==> config.mk <==
export PLATFORM = sky130hd
export DESIGN_NAME = mul_div_unit
export DESIGN_NICKNAME = d
export VERILOG_FILES = /design/src/rtl/mul_div_unit_pkg.sv /design/src/rtl/mdu_div_step.sv /design/src/rtl/mul_div_unit.sv
export SDC_FILE = /design/constraint.sdc
export NUM_CORES = 1
export LEC_CHECK = 0
export BUFFER_PORTS_ARGS = -buffer_cell sky130_fd_sc_hd__buf_2
export CORE_UTILIZATION = 65
export CTS_CLUSTER_DIAMETER = 40
export CTS_CLUSTER_SIZE = 40
export DETAILED_ROUTE_END_ITERATION = 10
export MAX_ROUTING_LAYER = met4
export PLACE_DENSITY_LB_ADDON = 0.08
export SLEW_MARGIN = 0
export SYNTH_ARGS = -nofsm -noshare
export SYNTH_HDL_FRONTEND = slang
export SYNTH_HIERARCHICAL = 1
export SYNTH_SLANG_ARGS = --single-unit
==> constraint.sdc <==
create_clock -name clk -period 14.6 [get_ports clk]
set_input_delay 0.73 -clock clk [delete_from_list [all_inputs] [get_ports clk]]
set_output_delay 0.73 -clock clk [all_outputs]
set_load 0.005 [all_outputs]
==> src/rtl/mul_div_unit_pkg.sv <==
// Shared definitions for the multiply/divide unit: op codes, FSM state
// encodings, default datapath width and small op-decode helpers.
// Optional feature macro used by the top: MDU_FAST_MUL_EN.
package mul_div_unit_pkg;

    localparam int MDU_WIDTH = 32;

    // Op codes as presented on the op port by the control unit.
    localparam logic [1:0] MDU_MULT  = 2'b00;
    localparam logic [1:0] MDU_MULTU = 2'b01;
    localparam logic [1:0] MDU_DIV   = 2'b10;
    localparam logic [1:0] MDU_DIVU  = 2'b11;

    typedef enum logic [1:0] {
        ST_IDLE = 2'b00,
        ST_CALC = 2'b01,
        ST_FIX  = 2'b10,
        ST_DONE = 2'b11
    } mdu_state_t;

    // Upper op bit selects divide, low bit selects unsigned.
    function automatic logic op_is_div(input logic [1:0] op);
        return op[1];
    endfunction

    function automatic logic op_is_signed(input logic [1:0] op);
        return ~op[0];
    endfunction

endpackage

==> src/rtl/mdu_div_step.sv <==
// One restoring-divide iteration: shift the next dividend bit into the
// partial remainder, subtract the divisor if it fits, emit the quotient bit.
module mdu_div_step #(
    parameter int WIDTH = 32
) (
    input  logic [WIDTH-1:0] rem_in,
    input  logic             bit_in,
    input  logic [WIDTH-1:0] divisor,
    output logic [WIDTH-1:0] rem_out,
    output logic             q_bit
);

    logic [WIDTH:0] partial;

    // Trial subtract; the remainder is always below the divisor so the
    // restored or reduced value fits back into WIDTH bits.
    always_comb begin
        partial = {rem_in, bit_in};
        q_bit   = (partial >= {1'b0, divisor});
        rem_out = q_bit ? WIDTH'(partial - {1'b0, divisor}) : partial[WIDTH-1:0];
    end

endmodule

==> src/rtl/mul_div_unit.sv <==
// Iterative multiply/divide unit owning the HI/LO registers.
// MULT/MULTU use shift-add, DIV/DIVU use restoring division, one bit per
// CALC cycle, on operand magnitudes; FIX applies the result signs.
// Define MDU_FAST_MUL_EN to compute products in a single cycle instead.
module mul_div_unit
    import mul_div_unit_pkg::*;
#(
    parameter int WIDTH = MDU_WIDTH,
    parameter int CNT_W = 6
) (
    input  logic             clk,
    input  logic             rst,
    input  logic             start,
    input  logic [1:0]       op,
    input  logic [WIDTH-1:0] A,
    input  logic [WIDTH-1:0] B,
    input  logic             hi_we,
    input  logic             lo_we,
    input  logic [WIDTH-1:0] wdata,
    output logic             busy,
    output logic             done,
    output logic [WIDTH-1:0] hi,
    output logic [WIDTH-1:0] lo
);

    mdu_state_t state_q, state_d;

    logic [CNT_W-1:0]   cnt_q;
    logic               div_q;      // operation in flight is a divide
    logic               neg_res_q;  // negate product / quotient in FIX
    logic               neg_rem_q;  // negate remainder in FIX
    logic               div0_q;     // divide by zero: acc already holds result
    logic [WIDTH-1:0]   opb_q;      // multiplicand or divisor magnitude
    logic [2*WIDTH-1:0] acc_q;      // {upper, lower}: product or {rem, quotient}

    // Operand decode for the request presented this cycle.
    logic               sign_a, sign_b, div_zero;
    logic [WIDTH-1:0]   mag_a, mag_b;

    always_comb begin
        sign_a   = op_is_signed(op) & A[WIDTH-1];
        sign_b   = op_is_signed(op) & B[WIDTH-1];
        mag_a    = sign_a ? (WIDTH'(0) - A) : A;
        mag_b    = sign_b ? (WIDTH'(0) - B) : B;
        div_zero = op_is_div(op) && (B == '0);
    end

    // One shift-add multiply step: add multiplicand into the upper half
    // when the current multiplier bit is set, then shift right.
    logic [WIDTH:0]     mul_sum;
    logic [2*WIDTH-1:0] mul_next;

    always_comb begin
        mul_sum  = {1'b0, acc_q[2*WIDTH-1:WIDTH]} + (acc_q[0] ? {1'b0, opb_q} : '0);
        mul_next = {mul_sum, acc_q[WIDTH-1:1]};
    end

    logic [WIDTH-1:0]   div_rem;
    logic               div_qbit;
    logic [2*WIDTH-1:0] div_next;

    mdu_div_step #(.WIDTH(WIDTH)) u_div_step (
        .rem_in  (acc_q[2*WIDTH-1:WIDTH]),
        .bit_in  (acc_q[WIDTH-1]),
        .divisor (opb_q),
        .rem_out (div_rem),
        .q_bit   (div_qbit)
    );

    always_comb div_next = {div_rem, acc_q[WIDTH-2:0], div_qbit};

    // Sign correction applied on the way into HI/LO.
    logic [2*WIDTH-1:0] fixed;
    logic [WIDTH-1:0]   rem_raw, quo_raw;

    always_comb begin
        rem_raw = acc_q[2*WIDTH-1:WIDTH];
        quo_raw = acc_q[WIDTH-1:0];
        if (div0_q) begin
            fixed = acc_q;
        end else if (div_q) begin
            fixed = {(neg_rem_q ? (WIDTH'(0) - rem_raw) : rem_raw),
                     (neg_res_q ? (WIDTH'(0) - quo_raw) : quo_raw)};
        end else begin
            fixed = neg_res_q ? ((2*WIDTH)'(0) - acc_q) : acc_q;
        end
    end

    // State register.
    always_ff @(posedge clk or posedge rst) begin
        if (rst) state_q <= ST_IDLE;
        else     state_q <= state_d;
    end

    // Next-state and status outputs.
    always_comb begin
        state_d = state_q;
        busy    = 1'b0;
        done    = 1'b0;
        case (state_q)
            ST_IDLE: begin
                if (start) begin
                    if (div_zero) begin
                        state_d = ST_FIX;
`ifdef MDU_FAST_MUL_EN
                    end else if (!op_is_div(op)) begin
                        state_d = ST_FIX;
`endif
                    end else begin
                        state_d = ST_CALC;
                    end
                end
            end
            ST_CALC: begin
                busy = 1'b1;
                if (cnt_q == CNT_W'(1)) state_d = ST_FIX;
            end
            ST_FIX: begin
                busy    = 1'b1;
                state_d = ST_DONE;
            end
            ST_DONE: begin
                done    = 1'b1;
                state_d = ST_IDLE;
            end
            default: state_d = ST_IDLE;
        endcase
    end

    // Datapath: operand latch, iterations, result commit and MTHI/MTLO.
    always_ff @(posedge clk or posedge rst) begin
        if (rst) begin
            cnt_q     <= '0;
            div_q     <= 1'b0;
            neg_res_q <= 1'b0;
            neg_rem_q <= 1'b0;
            div0_q    <= 1'b0;
            opb_q     <= '0;
            acc_q     <= '0;
            hi        <= '0;
            lo        <= '0;
        end else begin
            case (state_q)
                ST_IDLE: begin
                    if (start) begin
                        cnt_q     <= CNT_W'(WIDTH);
                        div_q     <= op_is_div(op);
                        neg_res_q <= sign_a ^ sign_b;
                        neg_rem_q <= sign_a;
                        div0_q    <= div_zero;
                        opb_q     <= mag_b;
                        if (div_zero) begin
                            acc_q <= {A, {WIDTH{1'b1}}};
`ifdef MDU_FAST_MUL_EN
                        end else if (!op_is_div(op)) begin
                            acc_q <= {{WIDTH{1'b0}}, mag_a} * {{WIDTH{1'b0}}, mag_b};
`endif
                        end else begin
                            acc_q <= {{WIDTH{1'b0}}, mag_a};
                        end
                    end else begin
                        if (hi_we) hi <= wdata;
                        if (lo_we) lo <= wdata;
                    end
                end
                ST_CALC: begin
                    cnt_q <= cnt_q - CNT_W'(1);
                    acc_q <= div_q ? div_next : mul_next;
                end
                ST_FIX: begin
                    hi <= fixed[2*WIDTH-1:WIDTH];
                    lo <= fixed[WIDTH-1:0];
                end
                default: ;
            endcase
        end
    end

endmodule
==> results.cfg, run 1 <==
[synthesis]
synth_nets = 2117
synth.area.mux_share = 0.0499
synth_edf_count = 0
synth_top_family_by_area = compound AO/OA/AOI/OAI gates
synth_compound_area_frac = 0.252
synth_async_sr_flop_share = 1.00
synth_top_area_share = 0.281
ys.flop_type = dfrtp_1
ys_warn_count = 6
synthAdderAreaFrac = 0.0630
synth.most_common_cell = nand2_1
synthSimpleGateAreaFrac = 0.207
synthCells = 1938
synthTopCellsByCount = nand2_1, nor2_1, o21ai_0
ys_seq_elements = 172
yosys-top-cells-area = dfrtp_1, ha_1, o21ai_0
synth_cell_types = 86
synthesis.area_mm2 = 0.0153
yosysTopAreaCell = dfrtp_1
seq_area_frac_synth = 0.281
synth_xor_area_frac = 0.0982
avgSynthCellArea_um2 = 7.91

[die]
rows = 55
start_util = 0.669
num_io_pins = 169
die_w_um = 156
die_area_mm2 = 0.0242
core-area_mm2 = 0.0229
dieHeight_um = 156

[drt]
dr.pass1.iters = 6
wl_per_cell_um = 21.6
drcViolationCount = 0
drt_iter0_drc = 1828
vias = 15600
ant_nets = 0
routed_wl_mm = 50.7
viasPerCell = 6.64

[power]
power.total_uw = 4470
powerDensity_mw_per_mm2 = 266
power_leakage_uw = 0.00763
ir_worst_vdd_mv = 0.138

[cells_and_area]
area_growth_syn_to_layout_pct = 9.68
antennaDiodeCount = 0
layout.nets = 2199
fin_area_mm2 = 0.0168
drive_gt1_frac = 0.140
multiInputGateArea_mm2 = 0.0103
seqCellArea_mm2 = 0.00431
fillers = 1745

[worst_setup_path]
endpoint_kind = flip-flop
start_kind = flip-flop
arrival_ns = 4.62
path_class = flip-flop to flip-flop
worstPathMaxFanout = 5
r2r_end = acc_q[62]
required_ns = 14.97
rrSetupSlack_ns = 10.34
reg2reg_from = acc_q[31]
rr_worst_depth = 15

[clocking]
hold_buffers = 0
cts_root_buf = clkbuf_16
clock-sinks = 172
postCtsSetupBuffers = 0
cts_resized = 0
htreeDepth = 4
cts_tree = built
clock_path_buffers = 2
path_clk_slew_ns = 0.08
clock_latency_ns = 0.45
cts-buffers-inserted = 17

[grt]
grt_pass1_vias = 14500
grt_max_degree = 106
antenna_found_initial = 0
track_usage = 0.431
grt_pass1_wl_mm = 78.1
gr-total-overflow = 0

[timing]
skew_ns = 0.0124
worst_pin_slew_ns = 1.29
fin_crit_ns = 4.26
setup_violations = 0
finalSetupTns_ns = 0
slew_headroom = 0.134
slew_viol_final = 0
hold_viol = 0
finalCritPeriodShare = 0.292
grt_setup_unrepaired = false
holdWs_ns = 0.465
max_freq_mhz = 235

[placement]
portBuffers = 168
dpl_cell_area_mm2 = 0.0162
place.gp.congestion = 1.04
hpwl_mm = 39.0

[status]
status = complete, no violations

[worst_hold_path]
min_path_type = input port to asynchronous set/reset pin

[flow_run]
drv_cap = 0
==> critical path, cell delays in order (launching register included) <==
cell	delay, ns
dfrtp_1	0.44
inv_1	0.19
ha_1	0.29
fa_1	0.42
nor2b_1	0.23
o31a_1	0.22
o21ai_0	0.23
o31ai_1	0.58
a21oi_1	0.28
or3b_2	0.53
nand3_1	0.15
mux2_4	0.16
mux2i_1	0.06
a21oi_1	0.17
a21oi_1	0.05
o22ai_1	0.15
==> cells in the final DEF, fill, tap and decap left out, types with 41 or more instances in the layout <==
master	count
nand2_1	201
nor2_1	173
o21ai_0	172
dfrtp_1	171
buf_2	168
a21oi_1	140
xnor2_1	95
xor2_1	77
ha_1	72
inv_1	69
a21o_1	64
nor3_1	41
nand3_1	41
==> per-stage QoR <==
step | cells | utilization | worst slack, ns
after floorplan | 1938 | - | 9.21
after global placement | 2314 | 0.709 | 10.50
after detailed placement | 2314 | 0.709 | 10.40
after CTS | 2346 | 0.734 | 10.43
after global routing | 2346 | 0.734 | 10.15
final | 2346 | 0.734 | 10.34
==> state kept, by name (all words and copies together) (netlist names) <==
name and flops:
acc_q 64, hi 32, lo 32, opb_q 32
cnt_q 6, state_q 2, div0_q 1, div_q 1
neg_rem_q 1, neg_res_q 1
==> per-layer routing <==
layer	vias up	wire length (µm)	GRT usage
met5	-	0	-
met4	0	2720	0.222
met3	183	4840	0.0697
met2	978	23400	0.691
met1	7249	19700	0.524
li1	7161	-	-
==> cell families after synthesis <==
logic type | count (synthesis)
AOI/OAI and AO/OA | 610
xor gates and xnor gates | 172
adders and majority gates | 76
buffers and inverters | 189
DFF | 172
muxes | 69
and+or+nand+nor | 650
==> power by group <==
part           switching (µW)  total (µW)  internal [µW]
Clock                     233         467            234
Combinational            1780        2980           1200
Sequential                322        1020            702
==> final cells by class <==
class	instances	area share
Multi-Input combinational cell	1577	0.614
Sequential cell	172	0.256
Clock buffer	18	0.0261
Clock inverter	14	0.00870
Timing Repair Buffer	181	0.0558
Tap cell	313	0.0233
Inverter	71	0.0161
==> worst max-delay path by stage <==
| stage | start | endpoint | cells after the start | slack [ns] |
|---|---|---|---|---|
| after floorplan | rst | acc_q[0] | 1 | 9.21 |
| after global placement | B[12] | acc_q[6] | 9 | 10.50 |
| after detailed placement | B[12] | acc_q[60] | 10 | 10.40 |
| after CTS | acc_q[41] | acc_q[60] | 14 | 10.43 |
| after global routing | acc_q[31] | acc_q[62] | 15 | 10.15 |
| final | acc_q[31] | acc_q[62] | 15 | 10.34 |
(Power assumes the default switching activity.)
==> run 2: changes to the inputs <==
--- a/config.mk
+++ b/config.mk
@@ -6,7 +6,7 @@
 export NUM_CORES = 1
 export LEC_CHECK = 0
 export BUFFER_PORTS_ARGS = -buffer_cell sky130_fd_sc_hd__buf_2
-export CORE_UTILIZATION = 65
+export CORE_UTILIZATION = 55
 export CTS_CLUSTER_DIAMETER = 40
 export CTS_CLUSTER_SIZE = 40
 export DETAILED_ROUTE_END_ITERATION = 10
==> constraint.sdc (replaced) <==
create_clock -name clk -period 3.5 [get_ports clk]
set_input_delay 0.175 -clock clk [delete_from_list [all_inputs] [get_ports clk]]
set_output_delay 0.175 -clock clk [all_outputs]
set_load 0.005 [all_outputs]
==> run 2 against run 1 <==
Net effect: the run now ends with hold timing left; register-to-register slack got worse by 10 ns; sequential share of layout area fell by 1.8 points; setup slack worse by 10 ns; power grew to 4.5 times the previous value; clock-buffer cell count is 1 lower; clock power rose to 4.3 times the previous value; clock skew up 0.015 ns; critical path depth is 2 higher; core utilization down 6.7 points; first-iteration DRC count fell by 8.1%.
==> results.cfg, run 2 (synthesis gave the netlist of run 1 again) <==
[placement]
dpl_cell_area_mm2 = 0.0173
place.gp.congestion = 0.999
hpwl_mm = 42.3
portBuffers = 168

[timing]
grt_setup_unrepaired = true
max_freq_mhz = 290
fin_crit_ns = 3.45
finalSetupTns_ns = 0
hold_viol = 34
worst_pin_slew_ns = 1.11
slew_viol_final = 0
finalCritPeriodShare = 0.985
slew_headroom = 0.259
skew_ns = 0.0270
setup_violations = 0
holdWs_ns = -0.0919

[grt]
grt_pass1_wl_mm = 83.0
grt_max_degree = 173
antenna_found_initial = 1
gr-total-overflow = 0
grt_pass1_vias = 14700
track_usage = 0.388

[clocking]
clock_latency_ns = 0.45
cts_tree = built
clock_path_buffers = 2
cts-buffers-inserted = 17
cts_root_buf = clkbuf_16
htreeDepth = 4
path_clk_slew_ns = 0.09
clock-sinks = 172
hold_buffers = 0

[worst_setup_path]
endpoint_kind = flip-flop
start_kind = flip-flop
cp_slowest_cell = dfrtp_1
max_stage_delay_ns = 0.41
required_ns = 3.82
r2r_end = acc_q[39]
path_cells = inv_1 -> ha_4 -> a21oi_2 -> a211oi_1 -> or3_4 -> nor4b_4 -> buf_4 -> o21ai_4 -> a31oi_4 -> o21a_4 -> inv_6 -> buf_12 -> mux2_2 -> nand2_1 -> o21ai_0 -> a221oi_1 -> nor2_1
path_class = flip-flop to flip-flop
arrival_ns = 3.77
rr_worst_depth = 17
worstPathMaxFanout = 11
rrSetupSlack_ns = 0.05
reg2reg_from = opb_q[7]

[die]
start_util = 0.564
core-area_mm2 = 0.0272
die_area_mm2 = 0.0286
die_w_um = 169
dieHeight_um = 169
num_io_pins = 169
rows = 60

[power]
powerDensity_mw_per_mm2 = 1120
ir_worst_vdd_mv = 0.482
power_leakage_uw = 0.00831

[status]
status = complete, but fails checks
failed_checks = hold timing

[cells_and_area]
largest-register = acc_q
largest_reg_flops = 64
drive_gt1_frac = 0.202
fin_area_mm2 = 0.0181
final_cell_mix = nand2_1, nor2_1, dfrtp_1
layout_commonest_cell = nand2_1
layout.nets = 2329
area_growth_syn_to_layout_pct = 18.2

[drt]
drt_iter0_drc = 1680
wl_per_cell_um = 21.5
vias = 15900
viasPerCell = 6.26
routed_wl_mm = 54.5
ant_nets = 0
drcViolationCount = 0
dr.pass1.iters = 6

[worst_hold_path]
min_path_type = input port to asynchronous set/reset pin

[flow_run]
drv_cap = 0
-- run 2: cell count changes in the layout (fill, tap and decap cells not counted), sizes merged --
cell	previous run	this run
buf	181	310
clkinv	5	9
inv	80	75
diode	0	1
clkinvlp	0	2
-- run 2: power by group --
group	total, µW	switching (µW)	internal, µW
logic	14400	8230	6150
registers	3870	937	2930
clock network	2000	1030	964
-- run 2: metrics by stage --
stage / util / instances / power, µW / hold slack (ns) / setup WS [ns]
final: 0.667 / 2536 / 20200 / -0.0919 / 0.0525
after global routing: 0.667 / 2536 / 21500 / 0.0472 / -0.0941
after CTS: 0.658 / 2528 / 19400 / 0.0151 / 0.0419
after detailed placement: 0.636 / 2495 / 17400 / 0.462 / 0.0359
after global placement: 0.636 / 2495 / 17100 / 0.455 / 0.107
after floorplan: - / 1938 / 12900 / 0.271 / 0.0556
-- run 2: worst max path at each step --
| stage | startpoint | to | depth (start not counted) |
|---|---|---|---|
| after floorplan | acc_q[41] | acc_q[54] | 16 |
| after global placement | opb_q[7] | acc_q[60] | 16 |
| after detailed placement | opb_q[11] | acc_q[60] | 16 |
| after CTS | opb_q[7] | acc_q[60] | 17 |
| after global routing | opb_q[8] | acc_q[39] | 17 |
| final | opb_q[7] | acc_q[39] | 17 |
-- run 2: critical path: cells and delay by family (launching register included) --
| kind | cells | cell delay (ns) |
|---|---|---|
| compound gates | 7 | 1.09 |
| fa+ha+maj | 1 | 0.22 |
| buf+inv | 4 | 0.48 |
| flops | 1 | 0.41 |
| mux | 1 | 0.26 |
| simple gates | 4 | 0.84 |
-- run 2: repair_timing --
action	CTS	global route
setup buffers	1	6
setup endpoints to repair	1	26
resized for setup	1	36
gates cloned	0	1
pin swaps	1	16
-- run 2: per-layer routing --
metal,routed length [µm],track usage,part of all wire,vias up
met5,0,-,0,-
met1,23400,0.505,0.43,7581
met2,25500,0.627,0.47,743
met4,2010,0.144,0.037,0
li1,-,-,-,7435
met3,3560,0.0376,0.065,108
-- run 2: area by class of cell --
type,instances,area (µm²)
Clock inverter,15,176
Antenna cell,1,2.50
Multi-Input combinational cell,1577,10500
Tap cell,372,465
Sequential cell,172,4310
Fill cell,2433,9050
Clock buffer,17,425
Timing Repair Buffer,311,1990
Inverter,71,275
==> run 3: changes to the inputs <==
--- a/config.mk
+++ b/config.mk
@@ -5,11 +5,13 @@
 export SDC_FILE = /design/constraint.sdc
 export NUM_CORES = 1
 export LEC_CHECK = 0
-export BUFFER_PORTS_ARGS = -buffer_cell sky130_fd_sc_hd__buf_2
+export BUFFER_PORTS_ARGS = -buffer_cell sky130_fd_sc_hd__buf_4
+export CORE_MARGIN = 2
 export CORE_UTILIZATION = 55
 export CTS_CLUSTER_DIAMETER = 40
 export CTS_CLUSTER_SIZE = 40
 export DETAILED_ROUTE_END_ITERATION = 10
+export GPL_TIMING_DRIVEN = 0
 export MAX_ROUTING_LAYER = met4
 export PLACE_DENSITY_LB_ADDON = 0.08
 export SLEW_MARGIN = 0
==> run 3 against run 2 <==
Net effect: the run ends with hold timing, setup timing left; design area grew 2.7%; core utilization grew 0.68 points; die area grew 2.4%; hold slack gained 0.090 ns; sequential share of layout area shrank 0.48 points; sequential power grew 5%; combinational power grew 3%; critical path type unchanged.
==> results.cfg, run 3 (synthesis gave the netlist of run 1 again) <==
[cells_and_area]
fillers = 2406
area_growth_syn_to_layout_pct = 21.4
layout.core_utilization = 0.674
largest_reg_flops = 64
drive_gt1_frac = 0.187
final_cell_mix = buf_4, nand2_1, nor2_1
layout.nets = 2346
largest-register = acc_q
layout_commonest_cell = buf_4
multiInputGateArea_mm2 = 0.0107
seqCellArea_mm2 = 0.00433
fin_cells = 2559

[status]
failed_checks = hold timing, setup timing
status = complete, but fails checks

[drt]
met3_length_mm = 4.65
viasPerCell = 6.31
routed_wl_mm = 59.1
drcViolationCount = 0
drt-met1-wl_mm = 22.9
route.met2.wl_mm = 27.7
dr.pass1.iters = 8
dr.max_layer_used = met4
ant_nets = 0
wl_per_cell_um = 23.1
vias = 16100
drt_iter0_drc = 1734

[worst_setup_path]
reg2reg_from = opb_q[1]
arrival_ns = 3.92
worstPathMaxFanout = 5
required_ns = 3.84
r2r_end = acc_q[56]
endpoint_kind = flip-flop
start_kind = flip-flop
rr_worst_depth = 17
rrSetupSlack_ns = -0.08
path_class = flip-flop to flip-flop

[clocking]
htreeDepth = 4
clock_path_buffers = 2
path_clk_slew_ns = 0.07
cts-buffers-inserted = 17
cts_root_buf = clkbuf_16
clock_latency_ns = 0.47
cts_tree = built
clock-sinks = 172

[flow_run]
drv_cap = 0

[power]
p_clk_frac = 0.097
power_leakage_uw = 0.00822
netSwitchingFraction = 0.507
powerDensity_mw_per_mm2 = 1120
internal_power_uw = 10300
seq_power_share = 0.195
ir_worst_vdd_mv = 0.515
comb_power_share = 0.708
power.total_uw = 20900
p_sw_uw = 10600

[worst_hold_path]
min_delay_path_depth = 3
min-delay-start = B[9]
holdPathEnd = opb_q[9]
min_path_type = input port to flip-flop

[timing]
slew_headroom = 0.329
hold_viol = 1
finalSetupTns_ns = -0.474
grt_setup_unrepaired = true
setup_violations = 10
worst_slack_ns = -0.0784
holdWs_ns = -0.00166
finalCritPeriodShare = 1.02
fin_crit_ns = 3.58
max_freq_mhz = 279
worst_pin_slew_ns = 0.999
skew_ns = 0.0184
slew_viol_final = 0

[die]
dieHeight_um = 171
num_io_pins = 169
start_util = 0.555
die_area_mm2 = 0.0292
core-area_mm2 = 0.0276
die_w_um = 171
rows = 61

[grt]
grt_pass1_wl_mm = 88.4
gr-total-overflow = 0
track_usage = 0.413
grt_pass1_vias = 15300
grt_max_degree = 42
antenna_found_initial = 1

[placement]
portBuffers = 168
hpwl_mm = 46.2
dp_cells = 2488
place.gp.congestion = 1.01
==> run 3: routing by layer <==
layer  vias to the layer above  track usage
met5                         -            -
met4                         0        0.245
met3                       212       0.0606
met2                       873        0.668
met1                      7614        0.490
li1                       7446            -
==> run 3: worst max-delay path, cell delays in order (launching register included) <==
cell and delay, ns:
dfrtp_2 0.42, inv_2 0.08, ha_4 0.20, nor2b_4 0.13, o2111a_2 0.27, o211ai_1 0.27
nor4b_4 0.41, o21ai_2 0.14, a31oi_4 0.21, o21a_4 0.20, inv_2 0.05, buf_8 0.13
bufbuf_16 0.27, mux2_4 0.31, nor2_1 0.11, nor3_1 0.06, a21oi_1 0.15, a21oi_1 0.06
==> run 3: power by group through the flow <==
stage | sequential (µW) | combinational, µW | clock (µW)
after floorplan | 3660 | 9190 | 0
after global placement | 4040 | 12700 | 0
after detailed placement | 4080 | 12900 | 0
after CTS | 4020 | 13900 | 2010
after global routing | 4150 | 15900 | 2090
final | 4060 | 14800 | 2020
==> run 3: repair_timing <==
action | CTS | global route
resized for setup | 70 | 64
setup buffers | 29 | 12
hold endpoints to repair | 17 | 0
gates cloned | 1 | 0
pin swaps | 22 | 28
setup endpoints to repair | 47 | 68
hold buffers | 3 | 0
==> run 3: area by class of cell <==
type | instances | share of cell area
clock inverters | 12 | 0.00833
diodes | 1 | 0.000134
inverters | 71 | 0.0147
repair buffers | 217 | 0.0930
plain buffers | 111 | 0.0256
flip-flops and latches | 172 | 0.233
well taps | 378 | 0.0254
clock buffers | 20 | 0.0240
multi-input cells | 1577 | 0.576
==> run 3: how the worst max path moves through the flow <==
stage,from,to,slack [ns],cells past startpoint
2_1_floorplan,acc_q[41],acc_q[54],0.06,16
3_3_place_gp,acc_q[0],acc_q[61],-0.87,14
3_5_place_dp,acc_q[0],acc_q[61],-0.96,14
4_1_cts,opb_q[7],acc_q[62],-0.02,17
5_1_grt,acc_q[32],acc_q[60],-0.13,15
6_report,opb_q[1],acc_q[56],-0.08,17
==> run 3: stage by stage <==
| stage | instance area, µm² | setup WS, ns |
|---|---|---|
| 3_5_place_dp | 17200 | -0.957 |
| 4_1_cts | 18300 | -0.0196 |
| 2_1_floorplan | 15300 | 0.0556 |
| 3_3_place_gp | 17100 | -0.869 |
| 5_1_grt | 18600 | -0.127 |
| 6_report | 18600 | -0.0784 |
